File: src/rtl/pc_fetch_unit_pkg.sv
// rtl/pc_fetch_unit_pkg.sv - shared constants and fetch state type for the IF stage
package pc_fetch_unit_pkg;

    localparam int          PC_W_DEFAULT      = 9;
    localparam logic [31:0] NOP_INSTR_DEFAULT = 32'h0000_0013;

    typedef enum logic [1:0] {
        FETCH_IDLE   = 2'd0,
        FETCH_RUN    = 2'd1,
        FETCH_HALTED = 2'd2
    } fetch_state_e;

endpackage

File: src/rtl/pc_fetch_unit_if.sv
// rtl/pc_fetch_unit_if.sv - instruction-memory fetch bus between IF stage and imem
interface pc_fetch_unit_if
    import pc_fetch_unit_pkg::*;
#(
    parameter int PC_W = PC_W_DEFAULT
);
    logic            imem_req;
    logic [PC_W-1:0] imem_addr;
    logic            imem_valid;
    logic [31:0]     imem_rdata;

    modport master (
        output imem_req,
        output imem_addr,
        input  imem_valid,
        input  imem_rdata
    );

    modport slave (
        input  imem_req,
        input  imem_addr,
        output imem_valid,
        output imem_rdata
    );
endinterface

File: src/rtl/pc_fetch_unit.sv
// rtl/pc_fetch_unit.sv - RV32I fetch front end: PC, imem fetch, IF/ID output, redirect/halt
// Optional redirect counter output enabled by PC_FETCH_REDIRECT_CNT_EN.
module pc_fetch_unit
    import pc_fetch_unit_pkg::*;
#(
    parameter int          PC_W      = PC_W_DEFAULT,
    parameter logic [31:0] NOP_INSTR = NOP_INSTR_DEFAULT
) (
    input  logic                 clk,
    input  logic                 reset_n,
    input  logic                 PcSel,
    input  logic [31:0]          BrPC,
    input  logic                 Halt,
    input  logic                 Stall,
    pc_fetch_unit_if.master      imem,
    output logic                 if_valid,
    output logic [31:0]          if_instr,
    output logic [PC_W-1:0]      if_pc,
`ifdef PC_FETCH_REDIRECT_CNT_EN
    output logic [15:0]          redirect_cnt,
`endif
    output logic                 flush
);

    fetch_state_e    state_q, state_d;
    logic [PC_W-1:0] pc_q, pc_d;
    logic            valid_d;
    logic [31:0]     instr_d;
    logic [PC_W-1:0] ipc_d;
    logic            flush_d;
    logic [PC_W-1:0] target;

    // Address bits above the implemented PC and the byte offset never reach pc_q.
    logic unused_brpc;
    assign unused_brpc = ^{BrPC[31:PC_W], BrPC[1:0]};

    assign target         = {BrPC[PC_W-1:2], 2'b00};
    assign imem.imem_req  = (state_q == FETCH_RUN);
    assign imem.imem_addr = pc_q;

`ifdef PC_FETCH_REDIRECT_CNT_EN
    logic [15:0] cnt_q, cnt_d;
    assign redirect_cnt = cnt_q;
`endif

    always_comb begin
        state_d = state_q;
        pc_d    = pc_q;
        valid_d = if_valid;
        instr_d = if_instr;
        ipc_d   = if_pc;
        flush_d = 1'b0;
`ifdef PC_FETCH_REDIRECT_CNT_EN
        cnt_d   = cnt_q;
`endif
        case (state_q)
            FETCH_IDLE: begin
                state_d = FETCH_RUN;
            end
            FETCH_RUN: begin
                // Redirect wins over stall and drops any data returned this cycle.
                if (PcSel) begin
                    pc_d    = target;
                    valid_d = 1'b0;
                    instr_d = NOP_INSTR;
                    flush_d = 1'b1;
                    if (Halt) state_d = FETCH_HALTED;
`ifdef PC_FETCH_REDIRECT_CNT_EN
                    if (cnt_q != 16'hFFFF) cnt_d = cnt_q + 16'd1;
`endif
                end else if (Stall) begin
                    pc_d = pc_q;
                end else if (imem.imem_valid) begin
                    instr_d = imem.imem_rdata;
                    ipc_d   = pc_q;
                    valid_d = 1'b1;
                    pc_d    = pc_q + PC_W'(4);
                end else begin
                    valid_d = 1'b0;
                    instr_d = NOP_INSTR;
                end
            end
            FETCH_HALTED: begin
                valid_d = 1'b0;
                instr_d = NOP_INSTR;
            end
            default: begin
                state_d = FETCH_IDLE;
            end
        endcase
    end

    always_ff @(posedge clk or negedge reset_n) begin
        if (!reset_n) begin
            state_q  <= FETCH_IDLE;
            pc_q     <= '0;
            if_valid <= 1'b0;
            if_instr <= NOP_INSTR;
            if_pc    <= '0;
            flush    <= 1'b0;
`ifdef PC_FETCH_REDIRECT_CNT_EN
            cnt_q    <= 16'd0;
`endif
        end else begin
            state_q  <= state_d;
            pc_q     <= pc_d;
            if_valid <= valid_d;
            if_instr <= instr_d;
            if_pc    <= ipc_d;
            flush    <= flush_d;
`ifdef PC_FETCH_REDIRECT_CNT_EN
            cnt_q    <= cnt_d;
`endif
        end
    end

endmodule

File: src/flat_wrapper.sv
// flat-port wrapper written by rule: the top's interface ports become plain ports
module pc_fetch_unit_flat import pc_fetch_unit_pkg::*;
#(
    parameter int          PC_W      = PC_W_DEFAULT,
    parameter logic [31:0] NOP_INSTR = NOP_INSTR_DEFAULT
)
  (clk, reset_n, PcSel, BrPC, Halt, Stall, if_valid, if_instr, if_pc, flush, imem_imem_req, imem_imem_addr, imem_imem_valid, imem_imem_rdata);
  pc_fetch_unit_if #(.PC_W(PC_W)) imem_i ();
  input  logic clk;
  input  logic reset_n;
  input  logic PcSel;
  input  logic [31:0] BrPC;
  input  logic Halt;
  input  logic Stall;
  output logic if_valid;
  output logic [31:0] if_instr;
  output logic [PC_W-1:0] if_pc;
  output logic flush;
  output wire logic [$bits(imem_i.imem_req)-1:0] imem_imem_req;
  output wire logic [$bits(imem_i.imem_addr)-1:0] imem_imem_addr;
  input wire logic [$bits(imem_i.imem_valid)-1:0] imem_imem_valid;
  input wire logic [$bits(imem_i.imem_rdata)-1:0] imem_imem_rdata;
  assign imem_imem_req = imem_i.imem_req;
  assign imem_imem_addr = imem_i.imem_addr;
  assign imem_i.imem_valid = imem_imem_valid;
  assign imem_i.imem_rdata = imem_imem_rdata;
  pc_fetch_unit #(.PC_W(PC_W), .NOP_INSTR(NOP_INSTR)) u_core (.clk(clk), .reset_n(reset_n), .PcSel(PcSel), .BrPC(BrPC), .Halt(Halt), .Stall(Stall), .imem(imem_i), .if_valid(if_valid), .if_instr(if_instr), .if_pc(if_pc), .flush(flush));
endmodule
File: config.mk
export PLATFORM = sky130hd
export DESIGN_NAME = pc_fetch_unit_flat
export DESIGN_NICKNAME = d
export VERILOG_FILES = /design/src/rtl/pc_fetch_unit_pkg.sv /design/src/rtl/pc_fetch_unit_if.sv /design/src/rtl/pc_fetch_unit.sv /design/src/flat_wrapper.sv
export SDC_FILE = /design/constraint.sdc
export NUM_CORES = 1
export LEC_CHECK = 0
export ABC_AREA = 1
export CAP_MARGIN = 10
export CELL_PAD_IN_SITES_DETAIL_PLACEMENT = 0
export CELL_PAD_IN_SITES_GLOBAL_PLACEMENT = 1
export CORE_AREA = 8 8 97 99
export DETAILED_ROUTE_END_ITERATION = 10
export DIE_AREA = 0 0 105 107
export PLACE_DENSITY = 0.92
export SLEW_MARGIN = 20
export SYNTH_ARGS = -nofsm -noshare
export SYNTH_HDL_FRONTEND = slang
export SYNTH_SLANG_ARGS = --single-unit
File: constraint.sdc
create_clock -name clk -period 2 [get_ports clk]
set_input_delay 0.4 -clock clk [delete_from_list [all_inputs] [get_ports clk]]
set_output_delay 0.4 -clock clk [all_outputs]
set_load 0.03 [all_outputs]
Yosys cells after proc, flatten, opt, wreduce, memory -nomap -nowiden
Index checks and enable logic that the tools add are counted.
Widths: inputs -> output; s select.
{"block": "totals", "ff_bits": 54, "latch_bits": 0, "ram_bits": 0, "rom_bits": 0, "output_inout_bits": 53, "word_cells": 39, "n_memories": 0}
{"block": "classes", "n_addsub": 1, "n_mul": 0, "div": 0, "magnitude_cmp": 0, "eq_ne": 6, "shifts": 0, "mux": 16, "bitwise": 3, "n_reduce_logical": 7}
{"op": "$mux 32", "count": 3}
{"op": "$pmux 32 s2", "count": 1}
{"op": "$mux 9", "count": 3}
{"op": "$add 9x3->9 const B", "count": 1}
{"op": "$ne 2x2->1 const B", "count": 3}
{"op": "$pmux 2 s3", "count": 1}
{"op": "$reduce_and 3->1", "count": 2}
{"op": "$mux 1", "count": 5}
{"op": "$mux 2", "count": 2}
{"op": "$reduce_and 4->1", "count": 1}
{"op": "$reduce_bool 2->1", "count": 2}
{"op": "$ne 3x3->1 const B", "count": 1}
{"op": "$not 1->1", "count": 3}
{"op": "$eq 2x1->1 const B", "count": 1}
{"op": "$eq 2x2->1 const B", "count": 1}
{"op": "$logic_not 2->1", "count": 1}
{"op": "$pmux 1 s2", "count": 1}
{"op": "$reduce_and 2->1", "count": 1}

Longest topological paths before layout
{"block": "depth", "word_depth": 4, "mapped_depth": 8, "ltp_nobuf": 7}

Worst setup path after synthesis
No wires, ideal clock.
{"block": "synth_path", "kind": "reg2reg", "from": "register u_core.pc_q[3], in the netlist u_core.imem.imem_addr[3]", "to": "register u_core.pc_q[6], in the netlist u_core.imem.imem_addr[6]", "setup_time_ns": 0.119, "t_arrival_ns": 1.190, "required_ns": 1.881, "path_slack_ns": 0.691, "stages_incl_launch_ff": 7, "n_path_buf": 0, "synth_period_minus_slack_ns": 1.309, "path_cell_list": "dfrtp_1 ha_1 nand2_1 nor2_1 a21oi_1 nor2_1 nor2_1"}
{"block": "synth_between", "elab_chain_cells": 4}
{"item": "start, declared", "line": "pc_fetch_unit.sv:26", "rtl": "logic [PC_W-1:0] pc_q, pc_d;"}
{"item": "start signal, assigned", "line": "pc_fetch_unit.sv:106", "rtl": "pc_q <= pc_d;"}
{"item": "$add 9x3->9", "line": "pc_fetch_unit.sv:77", "rtl": "pc_d = pc_q + PC_W'(4);"}
{"item": "$mux 9", "line": "pc_fetch_unit.sv:73", "rtl": "end else if (imem.imem_valid) begin"}
{"item": "$mux 9", "line": "pc_fetch_unit.sv:71", "rtl": "end else if (Stall) begin"}
{"item": "$mux 9", "line": "pc_fetch_unit.sv:62", "rtl": "if (PcSel) begin"}
No other way between the ends. The select of a mux whose other input is x is not followed.
A chain may end at the register's enable or synchronous reset.

Final worst setup path
{"block": "layout_path", "from": "register u_core.if_instr[4]", "to": "output if_instr[4]"}
{"item": "start, declared", "line": "pc_fetch_unit.sv:17", "rtl": "output logic [31:0] if_instr,"}
{"item": "start signal, assigned", "line": "pc_fetch_unit.sv:108", "rtl": "if_instr <= instr_d;"}
{"item": "end, declared", "line": "flat_wrapper.sv:16", "rtl": "output logic [31:0] if_instr;"}
No word-level cell between the ends.

==> reports/metrics.yaml <==
cp_top_family: "buffers and inverters"
finalCritPeriodShare_pct: 96.3
startpoint_type: "flip-flop"
p_per_area_nw_per_um2: 1220
grt_antenna_before_repair: 0
syn_inst: 260
syn_to_final_growth_pct: 52.4
skew_ps: 5.26
fin_setup_tns_ps: 0
layout_min_cycle_time_ps: 1930
final-seq-area_um2: 1250
clk_latency_ps: 290
finalHoldViolCount: 0
die_y_um: 107
numCtsBuffers: 5
gp_congestion: 0.778
met2_usage_pct: 19.7
grt_overflow: 0
worstMarginPinSlew_ps: 634
n_fill_cell: 816
cts_sinks: 50
crit_type: "flip-flop to output pin"
initial_core_util_pct: 28.1
die_w_um: 105
max_clock_freq_mhz: 519
track_usage_pct: 11.7
multiInputGateArea_um2: 818
rsz0062_at_grt: "no"
ios: 123
grtUsageMet1_pct: 14.0
grt_max_degree: 34
rows: 33
wirelength_um: 6580
max_slew_margin_pct: 57.7
slowest_stage: "clkdlybuf4s50_1"
final_cell_mix: "91 x nand2_1, 91 x clkdlybuf4s50_1, 47 x dfrtp_1"
worst-path-buf-inv: 1
nets: 427
h-tree-depth: 2
place_area_um2: 3250
grt_util_met3_pct: 4.26
detail_route.wl_per_cell_um: 14.2
drt_first_pass_iters: 4
grt_pass1_vias: 2087
drt_iter0_markers: 91
cap_viol_max_count: 0
place_worst_setup_slack_ps: 193
vias: 2022
ant_nets: 0
hpwl_um: 4930
setup_slack_ps: 73.5
clock_path_buffers: 2
syn_avg_cell_area_um2: 8.57
synth_area_um2: 2230
dieArea_um2: 11200
critPathMaxStageDelay_ps: 690
viasPerCell: 4.38
ys_seq_area_share_pct: 56.3
ys_ff_latch: 50
synth_warnings: 0
core_um2: 7930
grt_pass1_wl_um: 10600
portBuffers: 93
diodes: 0
p_leak_uw: 0.00164
ir_worst_vdd_mv: 0.787
grt_most_used_layer: "met2"
synthDistinctLibCells: 24
drive_above_1_share_pct: 8.40
fin_cells: 462
path_cells: "clkdlybuf4s50_1"
arrival_ps: 1530
cts.reportedPaths.clkPinSlew_ps: 90
cts_setup_buffers: 0
fin_area_um2: 3390
placedCellCount: 454
drc: 0
cp_data_required_time_ps: 1600
root_buffer: "clkbuf_8"
critPathCaptureType: "output pin"
status: "complete, no violations"
design_power_total_uw: 4150
cp_max_fo: 2
cts_tree: "done"
setup_violations: 0
drv_slew: 0
hold_path.class: "input port to async pin"
## synth_stat cells
master | instances | area share [%]
o21ai_1 | 5 | 1.1
nand3_1 | 37 | 8.3
buf_1 | 2 | 0.34
buf_4 | 4 | 1.3
buf_6 | 4 | 2.0
o21bai_1 | 3 | 1.0
inv_4 | 1 | 0.28
nor2_1 | 28 | 4.7
o21ai_0 | 4 | 0.90
nand3_4 | 1 | 0.79
inv_1 | 9 | 1.5
nand3_2 | 1 | 0.45
nand2_4 | 1 | 0.51
dfstp_2 | 3 | 3.5
nand2_1 | 91 | 15
nor2_4 | 1 | 0.51
ha_1 | 1 | 0.56
dfrtp_1 | 47 | 53
a21oi_1 | 5 | 1.1
mux2i_1 | 1 | 0.45
inv_2 | 2 | 0.34
conb_1 | 1 | 0.17
nor2_2 | 1 | 0.28
buf_2 | 7 | 1.6
## path summary, 6_finish.rpt
path	start	to	slack, ps	cells past startpoint
min reg2reg	u_core.if_pc[6]	u_core.if_pc[6]	500	2
max	u_core.if_instr[4]	if_instr[4]	70	1
max reg2reg	u_core.state_q[1]	u_core.if_instr[24]	650	5
max in group asynchronous	reset_n	u_core.if_instr[3]	1240	2
min	reset_n	u_core.if_instr[13]	110	1
min in group clk	u_core.if_pc[6]	u_core.if_pc[6]	500	2
## per-layer routing
metal,wire length (um),share of wire [%]
met1,3020,46
met5,0,0
met3,415,6.3
met4,40,0.61
met2,3110,47
## repair_timing
item,4_1_cts,5_1_grt
gates resized for setup,1,0
endpoints found under the setup margin,1,0
hold buffers,0,0
## through the flow
step | util, % | hold WS [ps]
2_1_floorplan | - | 104
3_3_place_gp | 41.0 | 455
3_5_place_dp | 41.0 | 467
4_1_cts | 42.8 | 131
5_1_grt | 42.8 | 140
6_report | 42.8 | 111
## report_power, final
group	internal [uW]	switching [uW]
Sequential	1270	177
Clock	533	329
Combinational	730	1110
## registers in the layout (all words and copies together), names as in the netlist
name	count
u_core.state_q	2
u_core.if_instr	32
u_core.imem.imem_addr	7
u_core.flush	1
u_core.if_valid	1
u_core.if_pc	7
## area by class of cell
type | count | share of cell area [%]
clock buffer | 6 | 2.43
clock inverter | 2 | 1.77
inverter | 12 | 1.40
multi-input combinational | 184 | 24.1
sequential | 50 | 37.0
tap | 105 | 3.87
timing repair buffer | 103 | 29.5
## cells by family (layout without fill, tap and decap cells)
family,after synthesis,in the layout,synth area share [%]
other cells,1,4,0.168
flops,50,50,56.3
simple gates,161,161,30.9
mux,1,1,0.449
buf+inv,29,123,7.42
compound gates,17,17,4.16
fa+ha+maj,1,1,0.562
Power figures use the tool's default switching activity.
